===== src/rtl/mem_arbiter.sv =====
// mem_arbiter: shares the single-port data memory between the instruction
// fetch unit (read-only) and the load/store unit (read/write).
//
// One request is in flight at a time:
//   aligned    : IDLE -> ACCESS -> WAIT -> RESP -> IDLE
//   misaligned : IDLE -> RESP -> IDLE   (memory is never enabled)
//
// Handshake semantics (all three channels): a transfer happens on a rising
// clk edge where valid and ready are both high. req_ready is only ever high
// in IDLE, for the granted requester, and is a combinational function of the
// req_valid inputs. resp_valid holds, with rdata/err stable, until the
// owner's resp_ready is seen high on an edge.
//
// dbg_state exposes the FSM state (0 IDLE, 1 ACCESS, 2 WAIT, 3 RESP).
module mem_arbiter #(
    parameter int         ADDR_W   = 64,
    parameter int         DATA_W   = 64,
    parameter int         ARB_MODE = 0,
    parameter logic [3:0] IFU_MASK = 4'b0010
) (
    input  logic              clk,
    input  logic              rst_n,
    // instruction fetch port
    input  logic              ifu_req_valid,
    output logic              ifu_req_ready,
    input  logic [ADDR_W-1:0] ifu_addr,
    output logic              ifu_resp_valid,
    input  logic              ifu_resp_ready,
    output logic [DATA_W-1:0] ifu_rdata,
    output logic              ifu_resp_err,
    // load/store port
    input  logic              lsu_req_valid,
    output logic              lsu_req_ready,
    input  logic              lsu_wen,
    input  logic [3:0]        lsu_mask,
    input  logic [ADDR_W-1:0] lsu_addr,
    input  logic [DATA_W-1:0] lsu_wdata,
    output logic              lsu_resp_valid,
    input  logic              lsu_resp_ready,
    output logic [DATA_W-1:0] lsu_rdata,
    output logic              lsu_resp_err,
    // memory port
    output logic              mem_ena,
    output logic              mem_wen,
    output logic [3:0]        mem_mask,
    output logic [ADDR_W-1:0] mem_addr,
    output logic [DATA_W-1:0] mem_wdata,
    input  logic [DATA_W-1:0] mem_rdata,
    // debug
    output logic [1:0]        dbg_state
);

    typedef enum logic [1:0] {
        S_IDLE   = 2'd0,
        S_ACCESS = 2'd1,
        S_WAIT   = 2'd2,
        S_RESP   = 2'd3
    } state_t;

    state_t            r_state;
    state_t            w_next_state;

    // captured request
    logic              r_owner_lsu;
    logic              r_last_lsu;
    logic [ADDR_W-1:0] r_addr;
    logic              r_wen;
    logic [3:0]        r_mask;
    logic [DATA_W-1:0] r_wdata;
    // response buffer
    logic [DATA_W-1:0] r_rdata;
    logic              r_err;

    // arbitration and request selection
    logic              w_grant_lsu;
    logic              w_grant_ifu;
    logic              w_accept;
    logic              w_resp_taken;
    logic [ADDR_W-1:0] w_req_addr;
    logic              w_req_wen;
    logic [3:0]        w_req_mask;
    logic [DATA_W-1:0] w_req_wdata;
    logic              w_req_misaligned;

    // Size mask is one-hot: bit0 8B, bit1 4B, bit2 2B, bit3 1B. An all-zero
    // mask has no defined size and is treated as an error.
    function automatic logic f_misaligned(input logic [3:0] mask, input logic [2:0] lo);
        return (mask == 4'b0000)
            || (mask[0] && (lo != 3'b000))
            || (mask[1] && (lo[1:0] != 2'b00))
            || (mask[2] && lo[0]);
    endfunction

    // Grant: a lone requester wins; on a tie, round-robin picks whoever was
    // not granted last, fixed-priority mode always picks the LSU.
    assign w_grant_lsu = lsu_req_valid &&
                         (!ifu_req_valid || (ARB_MODE == 1) || !r_last_lsu);
    assign w_grant_ifu = ifu_req_valid && !w_grant_lsu;
    assign w_accept    = (r_state == S_IDLE) && (w_grant_lsu || w_grant_ifu);
    assign w_resp_taken = r_owner_lsu ? lsu_resp_ready : ifu_resp_ready;

    // Select the payload of the granted requester; IFU fetches are fixed-size reads.
    always_comb begin
        w_req_addr  = ifu_addr;
        w_req_wen   = 1'b0;
        w_req_mask  = IFU_MASK;
        w_req_wdata = '0;
        if (w_grant_lsu) begin
            w_req_addr  = lsu_addr;
            w_req_wen   = lsu_wen;
            w_req_mask  = lsu_mask;
            w_req_wdata = lsu_wdata;
        end
        w_req_misaligned = f_misaligned(w_req_mask, w_req_addr[2:0]);
    end

    // FSM state register.
    always_ff @(posedge clk or negedge rst_n) begin
        if (!rst_n) begin
            r_state <= S_IDLE;
        end else begin
            r_state <= w_next_state;
        end
    end

    // FSM next-state logic.
    always_comb begin
        w_next_state = r_state;
        case (r_state)
            S_IDLE: begin
                if (w_accept) begin
                    w_next_state = w_req_misaligned ? S_RESP : S_ACCESS;
                end
            end
            S_ACCESS: w_next_state = S_WAIT;
            S_WAIT:   w_next_state = S_RESP;
            S_RESP: begin
                if (w_resp_taken) begin
                    w_next_state = S_IDLE;
                end
            end
            default:  w_next_state = S_IDLE;
        endcase
    end

    // Capture the request on the accept edge and the read data at the end of WAIT.
    always_ff @(posedge clk or negedge rst_n) begin
        if (!rst_n) begin
            r_owner_lsu <= 1'b0;
            r_last_lsu  <= 1'b0;
            r_addr      <= '0;
            r_wen       <= 1'b0;
            r_mask      <= 4'b0000;
            r_wdata     <= '0;
            r_rdata     <= '0;
            r_err       <= 1'b0;
        end else if (w_accept) begin
            r_owner_lsu <= w_grant_lsu;
            r_last_lsu  <= w_grant_lsu;
            r_addr      <= w_req_addr;
            r_wen       <= w_req_wen;
            r_mask      <= w_req_mask;
            r_wdata     <= w_req_wdata;
            r_rdata     <= '0;
            r_err       <= w_req_misaligned;
        end else if (r_state == S_WAIT) begin
            // stores acknowledge with zero data
            r_rdata <= r_wen ? '0 : mem_rdata;
        end
    end

    // FSM outputs: readies in IDLE, memory drive in ACCESS, owner response in RESP.
    always_comb begin
        ifu_req_ready  = 1'b0;
        lsu_req_ready  = 1'b0;
        ifu_resp_valid = 1'b0;
        ifu_rdata      = '0;
        ifu_resp_err   = 1'b0;
        lsu_resp_valid = 1'b0;
        lsu_rdata      = '0;
        lsu_resp_err   = 1'b0;
        mem_ena        = 1'b0;
        mem_wen        = 1'b0;
        mem_mask       = 4'b0000;
        mem_addr       = '0;
        mem_wdata      = '0;
        dbg_state      = r_state;
        case (r_state)
            S_IDLE: begin
                // held low while reset is asserted so every output reads 0
                ifu_req_ready = rst_n && w_grant_ifu;
                lsu_req_ready = rst_n && w_grant_lsu;
            end
            S_ACCESS: begin
                mem_ena   = 1'b1;
                mem_wen   = r_wen;
                mem_mask  = r_mask;
                mem_addr  = r_addr;
                mem_wdata = r_wdata;
            end
            S_RESP: begin
                if (r_owner_lsu) begin
                    lsu_resp_valid = 1'b1;
                    lsu_rdata      = r_rdata;
                    lsu_resp_err   = r_err;
                end else begin
                    ifu_resp_valid = 1'b1;
                    ifu_rdata      = r_rdata;
                    ifu_resp_err   = r_err;
                end
            end
            default: begin
            end
        endcase
    end

endmodule


===== config.mk =====
export PLATFORM = sky130hd
export DESIGN_NAME = mem_arbiter
export DESIGN_NICKNAME = d
export VERILOG_FILES = /design/src/rtl/mem_arbiter.sv
export SDC_FILE = /design/constraint.sdc
export NUM_CORES = 1
export LEC_CHECK = 0
export CAP_MARGIN = 20
export CELL_PAD_IN_SITES_DETAIL_PLACEMENT = 1
export CELL_PAD_IN_SITES_GLOBAL_PLACEMENT = 2
export CORE_UTILIZATION = 22
export CTS_CLUSTER_SIZE = 20
export DETAILED_ROUTE_END_ITERATION = 8
export GPL_TIMING_DRIVEN = 0
export PLACE_DENSITY = 0.78
export SLEW_MARGIN = 10
export SYNTH_ARGS = -nofsm -noshare
export SYNTH_HDL_FRONTEND = slang
export SYNTH_SLANG_ARGS = --single-unit

===== constraint.sdc =====
create_clock -name clk -period 2.5 [get_ports clk]
set_clock_uncertainty 0.15 [all_clocks]
set_input_delay 0.625 -clock clk [delete_from_list [all_inputs] [get_ports clk]]
set_output_delay 0.625 -clock clk [all_outputs]
set_load 0.01 [all_outputs]

==> impl_results.md <==
- Via Count: between 10000 and 15000
- Fin nets: 1931
- Post-Synth XOR/XNOR Area: 0
- Number of clock sinks: ~200
- Crit path cell chain: ha_4 -> nor2b_4 -> buf_8 -> buf_6 -> buf_8 -> and2_4 -> buf_6
- HPWL after DPL: 36.0 mm
- R2r startpoint: dbg_state[0]$_DFFE_PN0P_
- Post-Syn Nets: around 1300
- Crit path max-delay family: buffers and inverters
- Die area: 0.0468 mm^2
- Min-delay worst type: input port to asynchronous set/reset pin
- Synth Cell Area: 0.0101 mm^2
- DRC Markers: 0
- Yosys warning total: 0
- Multiplexer area fraction after synthesis: 0.0643
- Worst Tran Pin Value: between 0.5 and 0.6 ns
- Core area: 0.0454 mm^2
- Pwr dens: 1010 mW/mm^2
- Top Usage Layer GRT: met2
- Synth Area in Adders: 0.00495
- Status: complete, but fails checks
- Post-Place Setup Slack: -1.45 ns
- Post-route ant nets: 0
- Synth unique cells: 29
- CP max stage cell: dfrtp_2
- Fin crit share: 1.11
- Worst setup path class: flip-flop to primary output
- Routed len/inst: between 20 and 25 um
- Main combinational cell family by area after synthesis: simple AND/OR/NAND/NOR gates
- Initial drt markers: about 350
- Total Routing Usage GR: 0.199
- Met1 Track Usage GR: 0.225
- Failing checks: setup timing
- P_leak: a little under 0.009 uW
- Grt total ovfl: 0
- Post-Route Setup TNS: -40.30 ns
- Share of post-route cells with drive strength above 1: 0.281
- TritonCTS buffer count: 25
- Die Height: 216 um
- Final slew viol count: 0
- CP max stage delay: 0.41 ns
- Hold Vio Cnt, Final: 0
- Maximum net fanout on the critical path: 8
- Setup-failing EPs final: around 260
- Buffers added on ports: 536
- EDFF count, synth: 0
- CP bufs+invs: 4
- First-pass GRT wire length: a little over 70 mm
- Post-synthesis simple-gate area fraction: 0.260
- Placer congestion estimate: 0.862
- WP data required: between 1.5 and 2 ns
- Commonest non-fill, non-tap cell in the layout: clkdlybuf4s50_1
- Post-Synthesis Cells: 1049
- Worst Reg-to-Reg Cells: 7
- Max-cap viol count: 0
- Max H-tree Level: 1
- Worst R2R Setup Slack: 0.18 ns
- Antenna violations before repair: 2
- Arrival @ worst endpoint: about 2.0 ns
- Seq cells post-synth: 201
- RSZ-0062 raised after global routing: true
- Critical Path Source: dbg_state[0]$_DFFE_PN0P_
- Syn_area_per_cell: 9.64 um^2
- Ports: 537
- Met3 Use GR: 0.0618
- Pre-antenna DRT Iters: 4
- Worst Setup End Kind: primary output
- GRT met2 Usage: 0.355
- Asr flop ratio synth: 1.00
- Compound-Gate Fraction of Synth Area: 0.131
- Via/cell ratio: 4.48
- Worst setup margin: -0.280 ns
- Worst ir drop on vdd: around 400 uV
- Largest net degree at the start of global routing: 47
- Startpoint types: flip-flop
- Later-pin clock latency in the skew report: ~0.54 ns
- Highest Clock Rate: 0.360 GHz
- Slew margin rel.: 0.615
- Max Buffers Root-to-Sink: 3
- Number of global-route vias before repair: 11000
- Initial Util: 0.223
- Final Critical Period: 2.78 ns
- Clk root buf: clkbuf_16
- Worst-path clk slew: 0.06 ns
- Final WL: 48.2 mm
- Row cnt: 78
- CTS tree: done
- Layout area overhead: 74.7%
- FF-to-FF End: r_rdata[43]$_DFFE_PN0P_
- Seq/Total Area, Yosys: 0.497
- Die Wd: 216 um
- Commonest non-fill, non-tap cells in the layout: clkdlybuf4s50_1 (265), dfrtp_1 (199), and2_1 (153)
- Ys flop type: dfrtp_1
flip-flops by register name, summed over array words and instances, names as in the netlist:
register,flops
r_wen,1
r_mask,4
r_wdata,64
r_rdata,64
r_err,1
dbg_state,2
r_last_lsu,1
r_addr,64
cell type report:
class                   instances  area [um^2]
diodes                          3         7.51
plain buffers                  92          847
clock buffers                  39          728
clock inverters                 5         28.8
fillers                      5182        27700
inverters                       2         7.51
multi-input cells             752         4880
flip-flops and latches        201         5030
well taps                     600          751
repair buffers                586         5390
metrics by stage:
step / hold slack (ns) / instance area, um^2 / cells / total power [uW] / utilization
final: 0.0124 / 17700 / 2280 / 17800 / 0.389
after global routing: 0.0157 / 17700 / 2278 / 19000 / 0.389
after CTS: 0.00427 / 17500 / 2263 / 17500 / 0.385
after detailed placement: 0.313 / 16300 / 2187 / 13100 / 0.359
after global placement: 0.303 / 16200 / 2185 / 12900 / 0.358
after floorplan: 0.179 / 10100 / 1049 / 9140 / -
cell families after synthesis:
group	count (synthesis)
AND/OR/NAND/NOR	475
adder cells (fa/ha/maj)	4
buffers and inverters	96
AO/OA/AOI/OAI	208
multiplexers	65
flip-flops	201
cell usage after synthesis (all sizes together) (4+ instances only):
library cell | number | share of area
dfrtp | 201 | 0.50
o21ai | 69 | 0.035
buf | 37 | 0.021
nor2 | 67 | 0.025
and2 | 200 | 0.12
mux2i | 65 | 0.064
ha | 4 | 0.0049
nand2 | 70 | 0.026
and3 | 66 | 0.041
clkbuf | 57 | 0.021
a21oi | 64 | 0.032
a22o | 68 | 0.059
nor2b | 67 | 0.041
power by group:
group / internal (uW) / switching, uW
registers: 4560 / 768
logic: 4410 / 4600
clock network: 1990 / 1440
total: 11000 / 6800
per-layer routing:
metal | wire length [um] | up-vias
li1 | - | 4753
met1 | 18800 | 4961
met2 | 24000 | 414
met3 | 3980 | 73
met4 | 1380 | 2
met5 | 12 | -
tightest hold or removal path: cells and delay by family:
family                 cells  cell delay, ns
buffers and inverters      3            0.45
worst max path at each step:
stage                     depth (start not counted)            end  slack [ns]
final                                             7  ifu_rdata[15]       -0.28
after global routing                              7  ifu_rdata[15]       -0.35
after CTS                                         7  ifu_rdata[15]       -0.32
after detailed placement                          6    mem_mask[1]       -1.45
after global placement                            4  ifu_req_ready       -8.88
after floorplan                                   5  ifu_rdata[10]        0.25
what timing repair did:
| action | 4_1_cts | 5_1_grt |
|---|---|---|
| endpoints found under the setup margin | 367 | 377 |
| gates resized for setup | 995 | 317 |
| setup buffers | 18 | 11 |
| hold buffers | 3 | 0 |
| endpoints found under the hold margin | 46 | 0 |
| gates cloned | 12 | 3 |
| pin swaps | 5 | 9 |
Power figures use the tool's default switching activity.
